[config.mk]
export PLATFORM = sky130hd
export DESIGN_NAME = hist_uart_streamer
export DESIGN_NICKNAME = d
export VERILOG_FILES = /design/src/rtl/hist_stream_pkg.sv /design/src/rtl/uart_tx_byte.sv /design/src/rtl/hist_uart_streamer.sv
export SDC_FILE = /design/constraint.sdc
export NUM_CORES = 1
export LEC_CHECK = 0
export CAP_MARGIN = 20
export CORE_MARGIN = 4
export CORE_UTILIZATION = 35
export DETAILED_ROUTE_END_ITERATION = 8
export GPL_TIMING_DRIVEN = 1
export PLACE_DENSITY = 0.58
export SLEW_MARGIN = 10
export SYNTH_ARGS = -nofsm -noshare
export SYNTH_HDL_FRONTEND = slang
export SYNTH_HIERARCHICAL = 1
export SYNTH_SLANG_ARGS = --single-unit
[constraint.sdc]
create_clock -name clk -period 2.7 [get_ports clk]
set_clock_uncertainty 0.15 [all_clocks]
set_input_delay 0.54 -clock clk [delete_from_list [all_inputs] [get_ports clk]]
set_output_delay 0.54 -clock clk [all_outputs]
set_load 0.005 [all_outputs]
[src/rtl/hist_stream_pkg.sv]
// Shared constants and types for the histogram UART streamer.
// The optional HIST_STREAM_CHECKSUM_EN build adds a trailing XOR byte.
package hist_stream_pkg;

    localparam logic [7:0] HDR_BYTE = 8'hA5;
    localparam logic [7:0] TRL_BYTE = 8'h5A;

    typedef enum logic [2:0] {
        IDLE   = 3'd0,
        HDR    = 3'd1,
        SETIDX = 3'd2,
        LATCH  = 3'd3,
        SEND   = 3'd4,
        TRL    = 3'd5,
        DONE   = 3'd6
    } state_t;

    // Number of little-endian bytes needed to carry one histogram counter.
    function automatic int bytes_per_bin(input int data_w);
        return (data_w + 7) / 8;
    endfunction

endpackage

[src/rtl/uart_tx_byte.sv]
// 8N1 UART byte serializer. A byte is accepted when start is high while
// ready is high; the line then carries start bit, 8 data bits LSB first and
// a stop bit, each exactly CLK_DIV clk cycles. ready returns high in the
// cycle after the stop bit has ended.
module uart_tx_byte #(
    parameter int CLK_DIV = 868
) (
    input  logic       clk,
    input  logic       reset_n,
    input  logic [7:0] data,
    input  logic       start,
    output logic       tx,
    output logic       ready
);

    localparam int               CNT_W     = (CLK_DIV > 1) ? $clog2(CLK_DIV) : 1;
    localparam logic [CNT_W-1:0] BAUD_LAST = CNT_W'(CLK_DIV - 1);
    localparam logic [3:0]       STOP_BIT  = 4'd9;

    logic [CNT_W-1:0] r_baud_cnt;
    logic [3:0]       r_bit_cnt;
    logic [8:0]       r_shift;
    logic             r_active;
    logic             r_tx;

    // Bit timing: load a frame on start, then step one bit every CLK_DIV cycles.
    always_ff @(posedge clk or negedge reset_n) begin
        if (!reset_n) begin
            r_baud_cnt <= '0;
            r_bit_cnt  <= 4'd0;
            r_shift    <= 9'h1FF;
            r_active   <= 1'b0;
            r_tx       <= 1'b1;
        end else if (!r_active) begin
            if (start) begin
                r_active   <= 1'b1;
                r_tx       <= 1'b0;
                r_shift    <= {1'b1, data};
                r_bit_cnt  <= 4'd0;
                r_baud_cnt <= '0;
            end
        end else if (r_baud_cnt == BAUD_LAST) begin
            r_baud_cnt <= '0;
            if (r_bit_cnt == STOP_BIT) begin
                r_active <= 1'b0;
                r_tx     <= 1'b1;
            end else begin
                r_tx      <= r_shift[0];
                r_shift   <= {1'b1, r_shift[8:1]};
                r_bit_cnt <= r_bit_cnt + 4'd1;
            end
        end else begin
            r_baud_cnt <= r_baud_cnt + CNT_W'(1);
        end
    end

    assign tx    = r_tx;
    assign ready = ~r_active;

endmodule

[src/rtl/hist_uart_streamer.sv]
// Histogram dump sequencer: on a rising edge of freeze, reads every bin of
// an external histogram and streams header, (index, counter bytes) per bin
// and trailer over an 8N1 UART. Bit timing lives entirely in uart_tx_byte.
// Define HIST_STREAM_CHECKSUM_EN to append an XOR checksum byte covering all
// bytes after the header up to and including the trailer.
module hist_uart_streamer
    import hist_stream_pkg::*;
#(
    parameter int NUM_BINS    = 90,
    parameter int HIST_DATA_W = 32,
    parameter int CLK_DIV     = 868
) (
    input  logic                    clk,
    input  logic                    reset_n,
    input  logic                    freeze,
    input  logic [HIST_DATA_W-1:0]  hist_data,
    output logic [((NUM_BINS > 1) ? $clog2(NUM_BINS) : 1)-1:0] hist_rd_idx,
    output logic                    uart_tx,
    output logic                    busy,
    output logic                    done
);

    localparam int               IDX_W     = (NUM_BINS > 1) ? $clog2(NUM_BINS) : 1;
    localparam int               NBYTES    = bytes_per_bin(HIST_DATA_W);
    localparam int               SH_W      = NBYTES * 8;
    localparam logic [IDX_W-1:0] LAST_IDX  = IDX_W'(NUM_BINS - 1);
    localparam logic [2:0]       LAST_BYTE = 3'(NBYTES);
`ifdef HIST_STREAM_CHECKSUM_EN
    localparam logic [2:0]       TRL_LAST  = 3'd1;
`else
    localparam logic [2:0]       TRL_LAST  = 3'd0;
`endif

    state_t           r_state;
    state_t           w_next;
    logic             r_freeze_d;
    logic             w_freeze_rise;
    logic [IDX_W-1:0] r_idx;
    logic [SH_W-1:0]  r_data;
    logic [2:0]       r_byte_cnt;
    logic             r_issued;
    logic             r_busy;
    logic             r_done;
    logic             w_tx_start;
    logic [7:0]       w_tx_data;
    logic             w_tx_ready;
    logic             w_byte_done;
`ifdef HIST_STREAM_CHECKSUM_EN
    logic [7:0]       r_csum;
`endif

    // Freeze held high out of reset looks like "already high", so it is no edge.
    assign w_freeze_rise = freeze & ~r_freeze_d;
    // A byte is finished once it was handed over and the serializer is free again.
    assign w_byte_done   = r_issued & w_tx_ready;

    // State register.
    always_ff @(posedge clk or negedge reset_n) begin
        if (!reset_n) begin
            r_state <= IDLE;
        end else begin
            r_state <= w_next;
        end
    end

    // Next-state decode and byte selection for the serializer.
    always_comb begin
        w_next     = r_state;
        w_tx_start = 1'b0;
        w_tx_data  = 8'h00;
        case (r_state)
            IDLE: begin
                if (w_freeze_rise) begin
                    w_next = HDR;
                end else begin
                    w_next = IDLE;
                end
            end
            HDR: begin
                w_tx_data = HDR_BYTE;
                if (!r_issued) begin
                    w_tx_start = w_tx_ready;
                end else if (w_tx_ready) begin
                    w_next = SETIDX;
                end else begin
                    w_next = HDR;
                end
            end
            SETIDX: begin
                w_next = LATCH;
            end
            LATCH: begin
                w_next = SEND;
            end
            SEND: begin
                if (r_byte_cnt == 3'd0) begin
                    w_tx_data = 8'(r_idx);
                end else begin
                    w_tx_data = r_data[7:0];
                end
                if (!r_issued) begin
                    w_tx_start = w_tx_ready;
                end else if (w_tx_ready && (r_byte_cnt == LAST_BYTE)) begin
                    if (r_idx == LAST_IDX) begin
                        w_next = TRL;
                    end else begin
                        w_next = SETIDX;
                    end
                end else begin
                    w_next = SEND;
                end
            end
            TRL: begin
`ifdef HIST_STREAM_CHECKSUM_EN
                if (r_byte_cnt == 3'd0) begin
                    w_tx_data = TRL_BYTE;
                end else begin
                    w_tx_data = r_csum;
                end
`else
                w_tx_data = TRL_BYTE;
`endif
                if (!r_issued) begin
                    w_tx_start = w_tx_ready;
                end else if (w_tx_ready && (r_byte_cnt == TRL_LAST)) begin
                    w_next = DONE;
                end else begin
                    w_next = TRL;
                end
            end
            DONE: begin
                if (!freeze) begin
                    w_next = IDLE;
                end else begin
                    w_next = DONE;
                end
            end
            default: begin
                w_next = IDLE;
            end
        endcase
    end

    // Datapath: bin index, counter shift register, byte handshake and status flags.
    always_ff @(posedge clk or negedge reset_n) begin
        if (!reset_n) begin
            r_freeze_d <= 1'b1;
            r_idx      <= '0;
            r_data     <= '0;
            r_byte_cnt <= 3'd0;
            r_issued   <= 1'b0;
            r_busy     <= 1'b0;
            r_done     <= 1'b0;
        end else begin
            r_freeze_d <= freeze;

            if (w_tx_start) begin
                r_issued <= 1'b1;
            end else if (w_byte_done) begin
                r_issued <= 1'b0;
            end

            if (w_byte_done) begin
                r_byte_cnt <= (w_next != r_state) ? 3'd0 : (r_byte_cnt + 3'd1);
            end

            if (r_state == IDLE) begin
                r_idx <= '0;
            end else if ((r_state == SEND) && (w_next == SETIDX)) begin
                r_idx <= r_idx + IDX_W'(1);
            end

            if (r_state == LATCH) begin
                r_data <= SH_W'(hist_data);
            end else if ((r_state == SEND) && w_byte_done && (r_byte_cnt != 3'd0)) begin
                r_data <= r_data >> 32'd8;
            end

            r_busy <= (w_next != IDLE) && (w_next != DONE);
            r_done <= (w_next == DONE);
        end
    end

`ifdef HIST_STREAM_CHECKSUM_EN
    // Running XOR over every byte after the header, trailer included.
    always_ff @(posedge clk or negedge reset_n) begin
        if (!reset_n) begin
            r_csum <= 8'h00;
        end else if (r_state == IDLE) begin
            r_csum <= 8'h00;
        end else if (w_tx_start && (r_state != HDR) &&
                     !((r_state == TRL) && (r_byte_cnt != 3'd0))) begin
            r_csum <= r_csum ^ w_tx_data;
        end
    end
`endif

    uart_tx_byte #(
        .CLK_DIV (CLK_DIV)
    ) u_tx (
        .clk     (clk),
        .reset_n (reset_n),
        .data    (w_tx_data),
        .start   (w_tx_start),
        .tx      (uart_tx),
        .ready   (w_tx_ready)
    );

    assign hist_rd_idx = r_idx;
    assign busy        = r_busy;
    assign done        = r_done;

endmodule
==> metrics.txt, run 1 <==
Clk Latency, worst-skew pair=0.35 ns; Top delay family on crit path=simple AND/OR/NAND/NOR gates; Site Rows=37; Buf+Inv Stages, Crit Path=0; max incr delay on CP=0.46 ns; crit path kind=flip-flop to flip-flop; switching pwr=1.52 mW; setup bufs post-CTS=0; via count of the first global-routing pass=3116; via count=3079; Die Wd=113 um; Worst-Margin Slew=0.658 ns; ANT cells=0; CTS resizes=0; drt via density=5.15; final instance area=0.00464 mm^2; Hold/Removal Path Class=input pin to asynchronous set/reset pin; f_max=391 MHz; async set or reset register ratio after synthesis=100%; clock group share of total power=23.4%; Leak Pwr=1.98 nW; area delta synth->final=20.8%; Clk pin slew, worst setup/hold paths=0.09 ns; total clock buffers created by CTS=9; relative slew slack=56.1%; # IOs=45; largest net degree at the start of global routing=49; outcome=finished clean; Die Span Y=113 um; Tmin final=2.56 ns; GRT Util Overall=14.0%; die area=0.0127 mm^2; GRT overflow=0; Synth cell types=57; share of layout cells above drive strength 1=13.9%; placed inst area=0.00442 mm^2; Final ANT Viol Nets=0; # nets final=499; RSZ-0062 raised after global routing=no; DR iter-0 viols=132; CTS Root Cell=clkbuf_8; max_cap viols=0; Cell Chain, Critical Path=ha_1 -> or3b_1 -> or3_1 -> o31a_1 -> mux2_4; DRT Pass-1 Iters=4; Peak VDD IR=0.334 mV; I/O Buffers=44; EDFF count, synth=0; Internal=2.67 mW; Clock Tree Buf Depth=2; yosys warns=6; post-synthesis register bit count=73; CP required=2.78 ns; routability cong.=0.838; PwrDens=902 mW/mm^2; Post-Syn Area=0.00384 mm^2; sequential share of power=41.9%; placed wire-length estimate=5920 um; reg2reg setup slack=0.14 ns; Slowest-stage cell, CP=o31a_1; # hold bufs at CTS=0; most common flop cell mapped by yosys=dfrtp_1; core area=0.0105 mm^2; starting density of the core=36.6%; Slew Limit Fails=0; setup TNS=0 ns; CTS tree=built; first-pass GRT wire length=14800 um; synthesized area per cell=9.26 um^2; final wirelength=8390 um; Max H-tree Level=3; final setup vio count=0; crit path max fanout=11; clk sinks=73; register area share after synthesis=47.9%; critical path launch point type=flip-flop; WL/cell=14.0 um; CP arrival=2.64 ns; Switching Fraction=36.3%; Syn Nets=457; Final Cycle Share=94.8%; # DRC=0; initial antenna violation count=0; Crit. End Element=flip-flop; Final Hold Fails=0; combinational share of power=34.7%; Mapped Cells=415
-- layout by cell type, fill, tap and decap left out, types with 10 or more instances in the layout --
| cell type | n |
|---|---|
| nand2_1 | 92 |
| dfrtp_1 | 63 |
| clkdlybuf4s50_1 | 43 |
| nor2_1 | 37 |
| a31oi_1 | 32 |
| o21ai_0 | 20 |
| inv_1 | 13 |
| a21oi_1 | 11 |
| nand3_1 | 10 |
| buf_4 | 10 |
| dfstp_2 | 10 |
-- logic make-up (layout without fill, tap and decap cells) --
| logic type | Yosys count | after routing | share of synthesized area, % |
|---|---|---|---|
| buf+inv | 37 | 84 | 4.66 |
| simple gates | 182 | 182 | 22.3 |
| xor+xnor | 7 | 7 | 1.60 |
| compound gates | 92 | 92 | 15.7 |
| mux | 17 | 17 | 5.60 |
| flops | 73 | 73 | 47.9 |
| fa+ha+maj | 7 | 7 | 2.28 |
-- synthesized netlist by cell type (2+ instances only) --
cell	count	area (um^2)
nand2_1	92	345
dfrtp_1	63	1580
nor2_1	38	143
a31oi_1	32	200
o21ai_0	20	100
clkbuf_1	13	48.8
inv_1	13	48.8
a21oi_1	11	55.1
dfstp_2	10	263
nand3_1	10	50.1
a22o_1	8	70.1
mux2_2	8	90.1
ha_1	7	87.6
mux2_4	7	105
buf_2	5	25.0
nand2b_1	5	31.3
nor4_1	5	31.3
nand4_1	4	25.0
nor2b_1	4	25.0
nor3_1	4	20.0
o211ai_1	4	30.0
xor2_1	4	35.0
buf_4	3	22.5
buf_6	3	33.8
xnor2_1	3	26.3
a21o_1	2	15.0
mux2i_1	2	20.0
nand3b_1	2	15.0
nand4b_1	2	17.5
o31a_1	2	17.5
o41ai_1	2	17.5
or3_1	2	12.5
-- power groups by stage --
stage	Clock (mW)	Combinational, mW	Sequential, mW
2_1_floorplan	0	1.20	1.66
3_3_place_gp	0	1.44	1.76
3_5_place_dp	0	1.46	1.77
4_1_cts	1.02	1.47	1.75
5_1_grt	1.07	1.66	1.81
6_report	0.980	1.45	1.75
-- through the flow --
stage / worst slack (ns) / total power, mW / util, % / instances / hold slack [ns]
2_1_floorplan: 0.256 / 2.86 / - / 415 / 0.0944
3_3_place_gp: 0.219 / 3.19 / 42.0 / 582 / 0.301
3_5_place_dp: 0.161 / 3.23 / 42.0 / 582 / 0.313
4_1_cts: 0.139 / 4.23 / 44.2 / 598 / 0.0669
5_1_grt: 0.00574 / 4.53 / 44.2 / 598 / 0.0896
6_report: 0.140 / 4.19 / 44.2 / 598 / 0.0582
-- state kept, by name (all words and copies together), names as in the netlist --
| signal | count |
|---|---|
| done | 1 |
| u_tx/r_shift | 8 |
| r_byte_cnt | 3 |
| u_tx/r_bit_cnt | 4 |
| u_tx/r_active | 1 |
| u_tx/r_baud_cnt | 10 |
| r_state | 3 |
| hist_rd_idx | 7 |
| r_data | 32 |
| r_issued | 1 |
| r_freeze_d | 1 |
| u_tx/tx | 1 |
| busy | 1 |
-- path summary, 6_finish.rpt --
kind                                                      from                            end  cells after the start
worst min-delay path                                   reset_n           r_state[1]$_DFF_PN0_                      2
worst min register to register     u_tx/r_shift[7]$_DFFE_PN1P_    u_tx/r_shift[7]$_DFFE_PN1P_                      2
worst max-delay path            u_tx/r_baud_cnt[0]$_DFFE_PN0P_  u_tx/r_bit_cnt[0]$_DFFE_PN0P_                      5
max in group asynchronous                              reset_n          r_data[3]$_DFFE_PN0P_                      2
worst max register to register  u_tx/r_baud_cnt[0]$_DFFE_PN0P_  u_tx/r_bit_cnt[0]$_DFFE_PN0P_                      5
min in group clk                   u_tx/r_shift[7]$_DFFE_PN1P_    u_tx/r_shift[7]$_DFFE_PN1P_                      2
-- layer usage --
layer,global-route usage [%],vias to the layer above,wire length (um)
met5,0,-,0
li1,-,1541,-
met3,3.10,8,370
met4,4.97,0,121
met1,19.6,1464,4160
met2,21.3,66,3740
-- area by class of cell --
cell class,count,area [um^2]
Clock inverter,7,101
Fill cell,1017,5870
Timing Repair Buffer,55,531
Tap cell,136,170
Sequential cell,73,1840
Clock buffer,9,124
Inverter,13,48.8
Multi-Input combinational cell,305,1830
Power figures use the tool's default switching activity.
==> inputs of run 2 (changes only) <==
clock period = 2.5 ns   (was 2.7 ns; I/O delays follow)
==> metrics.txt, run 2 (synthesis results as in run 1) <==
# DRC=0 (unchanged); I/O Buffers=44 (unchanged); commonest non-fill, non-tap cell in the layout=nand2_1; Peak VDD IR=0.309 mV (-7.5%); final setup vio count=0 (unchanged); worst setup margin=0.0971 ns (-0.0431 ns); most frequent cells in the layout=nand2_1 (92), dfrtp_1 (63), clkdlybuf4s50_1 (43); f_max=416 MHz (+6.5%); min-delay src=u_tx/r_shift[7]$_DFFE_PN1P_; multi-input logic area=0.00184 mm^2 (+0.48%); reg2reg setup slack=0.1 ns (-0.04 ns); worst r2r path cells=5 (unchanged); Final ANT Viol Nets=0 (unchanged); core area=0.0105 mm^2 (unchanged); CTS tree=built; Max H-tree Level=3 (unchanged); Hold Slack=0.320 ns (+0.262 ns); crit path kind=flip-flop to flip-flop; reg-to-reg critical path endpoint=u_tx/r_bit_cnt[0]$_DFFE_PN0P_; die area=0.0127 mm^2 (unchanged); area delta synth->final=21.3%; CTS Root Cell=clkbuf_8; CP arrival=2.48 ns (-0.16 ns); switching pwr=1.65 mW (+8.6%); # IOs=45 (unchanged); Clock Tree Buf Depth=2 (unchanged); Buf+Inv Stages, Crit Path=0 (unchanged); # nets final=502 (+0.60%); Die Span Y=113 um (unchanged); Die Wd=113 um (unchanged); outcome=finished clean; routability cong.=0.794 (-5.3%); max incr delay on CP=0.42 ns (-0.04 ns); critical path launch point type=flip-flop; CP required=2.58 ns (-0.20 ns); crit path max fanout=11 (unchanged); starting density of the core=36.6% (unchanged); Tmin final=2.40 ns (-0.157 ns); placed wire-length estimate=6060 um (+2.4%); clock group share of total power=21.3% (-2.1 points); Top delay family on crit path=simple AND/OR/NAND/NOR gates; Hold/Removal Path Class=flip-flop to flip-flop; Switching Fraction=37.0% (+0.68 points); Reg2Reg Launch Point=u_tx/r_baud_cnt[1]$_DFFE_PN0P_; Cell Chain, Critical Path=ha_1 -> or3b_1 -> or3_1 -> o31a_4 -> mux2_4; Crit. End Element=flip-flop; Regs by FF count=r_data x32, u_tx/r_baud_cnt x10, u_tx/r_shift x8; via count=3107 (+0.91%); Min-Delay Endpoint=u_tx/r_shift[7]$_DFFE_PN1P_; fill count=1034 (+1.7%); Leak Pwr=1.98 nW (+0.36%); DRT Pass-1 Iters=4 (unchanged); Clk Latency, worst-skew pair=0.35 ns (about the same); Final Non-Filler Cells=601 (+0.50%); max_cap viols=0 (unchanged); ANT cells=0 (unchanged); Site Rows=37 (unchanged); combinational share of power=36.7% (+2.0 points); Min-Delay Path Depth=2; register bank with the most flops=r_data; DP Cell Count=584 (+0.34%); RSZ-0062 raised after global routing=no; GRT overflow=0 (unchanged); Clk pin slew, worst setup/hold paths=0.08 ns (about the same); first-pass GRT wire length=15300 um (+3.7%); total clock buffers created by CTS=9 (unchanged); WL/cell=14.1 um (+0.38%); register area=0.00184 mm^2 (unchanged); Final Cycle Share=96.1% (+1.3 points); final wirelength=8460 um (+0.88%); max reg flops=32 (unchanged); fin util=44.4% (+0.20 points); largest net degree at the start of global routing=49 (unchanged); setup TNS=0 ns (unchanged); PwrDens=957 mW/mm^2 (+6.1%); via count of the first global-routing pass=3144 (+0.90%); Worst-Margin Slew=0.681 ns (+0.0223 ns); drt via density=5.17 (+0.41%); Slowest-stage cell, CP=dfrtp_1; DR iter-0 viols=129 (-2.3%); relative slew slack=54.6% (-1.5 points); GRT Util Overall=14.4% (+0.44 points); Internal=2.81 mW (+5.5%); Slew Limit Fails=0 (unchanged); critical path depth=5 (unchanged); Final Hold Fails=0 (unchanged); sequential share of power=42.0% (about the same); pre-CTS setup slack=-0.0193 ns (-0.180 ns); setup bufs post-CTS=0 (unchanged); initial antenna violation count=0 (unchanged); share of layout cells above drive strength 1=14.4% (+0.56 points); clk sinks=73 (unchanged)
run 2: per-layer routing:
layer / wire [um] / global-route usage (%) / up-vias
li1: - / - / 1546
met1: 4210 / 20.9 / 1472
met2: 3780 / 21.8 / 78
met3: 361 / 2.89 / 11
met4: 107 / 4.41 / 0
met5: 0 / 0 / -
run 2: worst max-delay path by stage:
stage                                        start                       endpoint  slack, ns
finish              u_tx/r_baud_cnt[1]$_DFFE_PN0P_  u_tx/r_bit_cnt[0]$_DFFE_PN0P_        0.1
global route        u_tx/r_baud_cnt[1]$_DFFE_PN0P_  u_tx/r_bit_cnt[0]$_DFFE_PN0P_       0.02
CTS                 u_tx/r_baud_cnt[1]$_DFFE_PN0P_  u_tx/r_bit_cnt[0]$_DFFE_PN0P_       0.04
detailed placement  u_tx/r_baud_cnt[1]$_DFFE_PN0P_  u_tx/r_bit_cnt[0]$_DFFE_PN0P_      -0.02
global placement    u_tx/r_baud_cnt[1]$_DFFE_PN0P_  u_tx/r_bit_cnt[0]$_DFFE_PN0P_       0.02
floorplan           u_tx/r_baud_cnt[0]$_DFFE_PN0P_  u_tx/r_bit_cnt[0]$_DFFE_PN0P_       0.06
run 2: metrics by stage:
stage | power [mW] | area, um^2
floorplan | 3.09 | 3840
global placement | 3.48 | 4440
detailed placement | 3.54 | 4440
CTS | 4.51 | 4650
global route | 4.85 | 4660
finish | 4.46 | 4660
run 2: tightest hold or removal path, delay by kind of cell, from the launching register on:
family                 cells  cell delay (ns)
buffers and inverters      1             0.04
flip-flops                 1             0.37
AO/OA/AOI/OAI              1             0.06
run 2: power by group through the flow:
stage               Combinational, mW  Clock (mW)  Sequential (mW)
floorplan                        1.30           0             1.79
CTS                              1.66       0.977             1.87
finish                           1.64       0.952             1.87
global route                     1.87        1.04             1.93
detailed placement               1.65           0             1.89
global placement                 1.61           0             1.88
run 2: area by class of cell:
type                            count  share of cell area (%)
Inverter                           13                    1.05
Multi-Input combinational cell    305                    39.4
Clock buffer                        9                    2.66
Timing Repair Buffer               58                    12.2
Sequential cell                    73                    39.5
Tap cell                          136                    3.65
Clock inverter                      7                    1.64
run 2: timing repair:
item                                    in CTS  in global routing
hold endpoints to repair                    10                  0
hold buffers                                 1                  0
endpoints found under the setup margin       3                  7
resized for setup                            1                  1
==> inputs of run 3 (changes only) <==
CORE_UTILIZATION = 46   (was 35)
PLACE_DENSITY = 0.72   (was 0.58)
==> metrics.txt, run 3 (synthesis results as in run 1) <==
GRT Util Overall=17.5% (+3.1 points); Final ANT Viol Nets=0 (unchanged); CP required=2.57 ns (about the same); area delta synth->final=20.0%; DRT Pass-1 Iters=5 (+1); max_cap viols=0 (unchanged); Die Wd=99.4 um (-12%); Die Span Y=99.4 um (-12%); die area=0.00988 mm^2 (-22%); relative slew slack=54.6% (about the same); via count=3134 (+0.87%); first-pass GRT wire length=14000 um (-8.5%); GRT overflow=0 (unchanged); Max H-tree Level=3 (unchanged); worst setup margin=0.104 ns (+0.00688 ns); Hold/Removal Path Class=input pin to asynchronous set/reset pin; reg-to-reg critical path endpoint=u_tx/r_bit_cnt[0]$_DFFE_PN0P_; pre-CTS setup slack=-0.00538 ns (+0.0139 ns); Pwr Total=4.48 mW (+0.43%); max reg flops=32 (unchanged); CTS Root Cell=clkbuf_8; Reg2Reg Launch Point=u_tx/r_baud_cnt[1]$_DFFE_PN0P_; commonest non-fill, non-tap cell in the layout=nand2_1; Final Non-Filler Cells=567 (-5.7%); # DRC=0 (unchanged); Final Cycle Share=95.8% (-0.28 points); Leak Pwr=1.98 nW (-0.21%); critical path launch point type=flip-flop; ANT cells=0 (unchanged); share of layout cells above drive strength 1=14.1% (-0.34 points); Worst Setup EP=u_tx/r_bit_cnt[0]$_DFFE_PN0P_; Regs by FF count=r_data x32, u_tx/r_baud_cnt x10, u_tx/r_shift x8; Clock Tree Buf Depth=2 (unchanged); Slew Limit Fails=0 (unchanged); CP startpoint=u_tx/r_baud_cnt[1]$_DFFE_PN0P_; clk sinks=73 (unchanged); via count of the first global-routing pass=3017 (-4.0%); Tmin final=2.40 ns (-0.00688 ns); register bank with the most flops=r_data; PwrDens=972 mW/mm^2 (+1.6%); Clk Latency, worst-skew pair=0.34 ns (about the same); fin util=56.4% (+12 points); outcome=finished clean; # IOs=45 (unchanged); Final Hold Fails=0 (unchanged); worst r2r path cells=5 (unchanged); f_max=417 MHz (+0.29%); I/O Buffers=44 (unchanged); # nets final=499 (-0.60%); core area=0.00818 mm^2 (-22%); DR iter-0 viols=205 (+59%); initial antenna violation count=0 (unchanged); RSZ-0062 raised after global routing=no; reg2reg setup slack=0.10 ns (about the same); CP arrival=2.47 ns (about the same); drt via density=5.53 (+6.9%); Clk pin slew, worst setup/hold paths=0.09 ns (about the same); placed inst area=0.00439 mm^2 (-1.2%); crit path kind=flip-flop to flip-flop; CTS tree=built; Site Rows=33 (-11%); WL/cell=14.4 um (+2.2%); Crit. End Element=flip-flop; starting density of the core=47.0% (+10 points); routability cong.=0.887 (+12%); placed wire-length estimate=5560 um (-8.3%); final wirelength=8160 um (-3.6%); total clock buffers created by CTS=9 (unchanged); largest net degree at the start of global routing=74 (+51%); setup bufs post-CTS=0 (unchanged); setup TNS=0 ns (unchanged); final instance area=0.00461 mm^2 (-1.1%); Peak VDD IR=0.507 mV (+64%); Hold Slack=0.00152 ns (-0.319 ns); final setup vio count=0 (unchanged); Worst-Margin Slew=0.681 ns (+0.000338 ns); most frequent cells in the layout=nand2_1 (92), dfrtp_1 (63), clkdlybuf4s50_1 (43); DP Cell Count=551 (-5.7%); crit path max fanout=11 (unchanged)
-- run 3: cell types whose count changed in the layout (fill, tap and decap cells not counted) --
cell           change
buf_4              -2
clkinvlp_4         -1
dlygate4sd3_1      -1
clkbuf_8           +2
inv_6              -1
-- run 3: power breakdown --
part           internal, mW  switching (mW)
sequential             1.58           0.300
clock                 0.521           0.449
combinational         0.748           0.881
-- run 3: what timing repair did --
item	CTS	global route
hold buffers	0	0
setup endpoints to repair	2	2
resized for setup	1	1
-- run 3: area by class of cell --
class / count / area [um^2]
fillers: 720 / 3570
flip-flops and latches: 73 / 1840
multi-input cells: 305 / 1840
repair buffers: 55 / 543
clock buffers: 11 / 151
well taps: 105 / 131
clock inverters: 5 / 60.1
inverters: 13 / 48.8
-- run 3: per-layer routing --
layer	track usage, %	vias to the layer above	part of all wire, %
li1	-	1545	-
met3	4.28	6	5.1
met1	24.1	1499	47
met5	0	-	0
met4	6.41	0	0.96
met2	27.0	84	47
-- run 3: critical path, cell delays in order, from the launching register on --
cell,delay [ns]
dfrtp_1,0.41
ha_1,0.23
or3b_1,0.39
or3_1,0.42
o31a_4,0.38
mux2_4,0.31
-- run 3: how the worst min path moves through the flow --
stage,endpoint,slack [ns]
finish,done$_DFF_PN0_,0.002
global route,busy$_DFF_PN0_,0.02
CTS,done$_DFF_PN0_,0.02
detailed placement,u_tx/r_shift[7]$_DFFE_PN1P_,0.30
global placement,u_tx/r_shift[7]$_DFFE_PN1P_,0.30
floorplan,busy$_DFF_PN0_,0.05
==> edit 1 (flow settings as in run 2) <==
The 7 states of `state_t` get a one-hot encoding in 7 bits.
--- a/src/rtl/hist_stream_pkg.sv
+++ b/src/rtl/hist_stream_pkg.sv
@@ -7,10 +7,10 @@
 
-    typedef enum logic [2:0] {
-        IDLE   = 3'd0,
-        HDR    = 3'd1,
-        SETIDX = 3'd2,
-        LATCH  = 3'd3,
-        SEND   = 3'd4,
-        TRL    = 3'd5,
-        DONE   = 3'd6
+    typedef enum logic [6:0] {
+        IDLE   = 7'b0000001,
+        HDR    = 7'b0000010,
+        SETIDX = 7'b0000100,
+        LATCH  = 7'b0001000,
+        SEND   = 7'b0010000,
+        TRL    = 7'b0100000,
+        DONE   = 7'b1000000
     } state_t;
Function: no difference found for any inputs over 10 cycles, from zero or initial values and one cycle with reset_n low; not proved beyond that.
==> edit 1 against run 2 <==
- core utilization up 1.0 points
- area after synthesis grew 8.5%
- sequential cell count up 4
- count of clock-buffer cells in the layout up 4
- synthesized cell count grew 1.2%
- wire length is 8.0% higher
- setup slack got worse by 2.1 ps
- sequential power fell by 16%
- total power down 8.8%
- final area rose by 12%
- via count increased by 3.6%
- cell count grew 3.7%
==> edit 1: results (changes against run 2) <==
| Metric | Value |
|---|---|
| Met3 usage | 3.55% (+0.66 points) |
| WL per Instance | 14.7 µm (+4.2%) |
| 1st-iter DRT viols | 121 (-6.2%) |
| Worst reg2reg path depth | 7 (+2) |
| Inverter count | 12 (-1) |
| Met1 Use GR | 20.2% (-0.68 points) |
| Leakage | 2.28 nW (+15%) |
| Pre-CTS setup slack | 21.6 ps (+40.9 ps) |
| Fillers | 1093 (+5.7%) |
| DR WL met2 | 4230 µm (+12%) |
| Nets | 517 (+3.0%) |
| Synthesized flop and latch total | 77 (+5.5%) |
| Setup crit end | r_byte_cnt[2] |
| Outcome | finished clean |
| Syn_nets | 462 (+1.1%) |
| GR Util All Layers | 14.3% (-0.15 points) |
| Area of the multi-input gates | 0.00203 mm² (+11%) |
| Register area share after synthesis | 46.5% (-1.3 points) |
| Max Clk Rate | 416 MHz (about the same) |
| Commonest cells post-synth | dfrtp_1 (66), o21ai_0 (63), nand2_1 (58), mux2i_1 (32), nor2_1 (23) |
| Proportion of layout cells with a drive suffix above 1 | 18.1% (+3.7 points) |
| Maximum fanout along the worst path | 7 (-4) |
| Fraction of area in registers | 37.1% (-2.3 points) |
| Placed cells | 604 (+3.4%) |
| Peak VDD IR | 0.000327 V (+5.7%) |
| Multi-input combinational cell count | 304 (-0.33%) |
| Layout non-clock buf frac | 13.0% (+0.84 points) |
| Synthesized area per cell | 9.93 µm² (+7.2%) |
| Area contributors post-synth | dfrtp_1 (40%), mux2i_1 (7.7%), o21ai_0 (7.6%) |
| Layout clock buffers | 13 (+4) |
| Clk_lat worst skew | 330 ps (-20 ps) |
| P_sw | 0.00120 W (-27%) |
| Clock Power | 0.00148 W (+55%) |
| Power Combinational | 0.00102 W (-38%) |
| Final RePlAce weighted congestion | 0.845 (+6.5%) |
| Reg2reg start | r_state[2] |
| Met2 Usage GRT | 21.3% (-0.50 points) |
| Vias per inst | 5.17 (about the same) |
| Placed cell area | 0.00483 mm² (+8.8%) |
| CTS root buffer | clkbuf_16 |
## edit 1: changes by cell type after synthesis, sizes merged, moves of 7 or more
cell	change
a31oi	-28
nor2	-15
o21ai	+44
mux2i	+30
clkbuf	+7
a22o	-7
nand2	-35
## edit 1: critical path, stage by stage, from the launching register on
cell     delay, ps
dfrtp_1        450
or3_4          400
buf_4          170
o41ai_2        290
o21ai_1        100
or3b_4         430
o31ai_2        200
a22o_1         150
## edit 1: kinds of logic after synthesis
| logic type | after synthesis | share of synthesized area [%] |
|---|---|---|
| AO/OA/AOI/OAI | 99 | 14.3 |
| XOR/XNOR | 9 | 1.89 |
| adder cells (fa/ha/maj) | 7 | 2.10 |
| buffers and inverters | 39 | 5.28 |
| flip-flops | 77 | 46.5 |
| multiplexers | 47 | 12.4 |
| AND/OR/NAND/NOR | 142 | 17.5 |
## edit 1: what timing repair did
action                                  4_1_cts  5_1_grt
buffers inserted                              0        2
hold buffers                                  1        0
endpoints found under the setup margin        0       15
resized for setup                             0        5
hold endpoints to repair                     28        0
==> edit 2 (settings of run 2) <==
Made on the original files. The parameter `NUM_BINS` goes from 90 to 180.
--- a/src/rtl/hist_uart_streamer.sv
+++ b/src/rtl/hist_uart_streamer.sv
@@ -8,3 +8,3 @@
 #(
-    parameter int NUM_BINS    = 90,
+    parameter int NUM_BINS    = 180,
     parameter int HIST_DATA_W = 32,
Interface: changed (resized hist_rd_idx); port bits go from 45 to 46. No check against the original RTL was run, so the function may have changed too.
==> edit 2 against run 2 <==
- sequential cell count increased by 1
- area after synthesis barely moved
- total power grew 4.2%
- final area grew 2.4%
- setup slack improved by 21 ps
- wire length is 3.4% higher
- sequential share of layout area decreased by 0.42 points
- count of clock-buffer cells in the layout grew 2
==> edit 2: results (changes against run 2) <==
| Metric | Value |
|---|---|
| Synth Cell Area | 0.00385 mm² (about the same) |
| WHS | 319 ps (-1.37 ps) |
| Met1 Use GR | 20.4% (-0.47 points) |
| Count of non-CTS buffers in the layout | 64 (+10%) |
| P_sw | 0.00161 W (-2.8%) |
| Inverter count | 12 (-1) |
| Via count | 3110 (+0.097%) |
| WP data arrival | 2450 ps (-30 ps) |
| R2R setup slack | 120 ps (+20 ps) |
| Placed cell area | 0.00452 mm² (+1.8%) |
| GR Util All Layers | 14.3% (-0.17 points) |
| Synthesized area per cell | 9.47 µm² (+2.3%) |
| Syn_nets | 447 (-2.2%) |
| Area contributors post-synth | dfrtp_1 (42%), nand2_1 (10%), dfstp_2 (6.8%) |
| Leakage | 2.05 nW (+3.5%) |
| Fillers | 1014 (-1.9%) |
| Largest net degree at the start of global routing | 43 (-12%) |
| Flop pwr share | 42.5% (+0.5 points) |
| Max-slew headroom | 39.3% (-15 points) |
| Layout clock buffers | 11 (+2) |
| I/O Buffers | 45 (+2.3%) |
| Met3 WL post-DR | 471 µm (+30%) |
| Routed WL | 8750 µm (+3.4%) |
| Post-synthesis mux area share | 8.46% (+2.9 points) |
| Placed cells | 589 (+0.86%) |
| Post-synthesis adder-cell area fraction | 1.95% (-0.33 points) |
| Outcome | finished clean |
| Met3 usage | 3.85% (+0.96 points) |
| Layout non-clock buf frac | 12.9% (+0.76 points) |
[edit 2: cell types whose count changed after synthesis, sizes merged, moves of 8 or more]
cell          run 2  this run
nand2            93       106
mux2i             2        13
a22o              8         0
o21ai            20        36
nor2             38        13
a22oi             0        14
a31oi            32         9
[edit 2: worst max-delay path by stage]
stage                       start           endpoint  slack, ps  cells after the start
4_1_cts        u_tx/r_baud_cnt[1]  u_tx/r_bit_cnt[0]         60                      5
5_1_grt             r_byte_cnt[0]          r_data[3]          4                      8
3_5_place_dp   u_tx/r_baud_cnt[1]  u_tx/r_bit_cnt[0]          5                      5
2_1_floorplan       u_tx/r_active  u_tx/r_bit_cnt[0]         20                      8
6_report       u_tx/r_baud_cnt[1]  u_tx/r_bit_cnt[0]        120                      5
3_3_place_gp   u_tx/r_baud_cnt[1]  u_tx/r_bit_cnt[0]         60                      5
[edit 2: worst max-delay path, stage by stage, from the launching register on]
cell	delay, ps
dfrtp_1	420
ha_1	190
or3b_1	390
or3_1	410
o31a_4	380
mux2_4	320
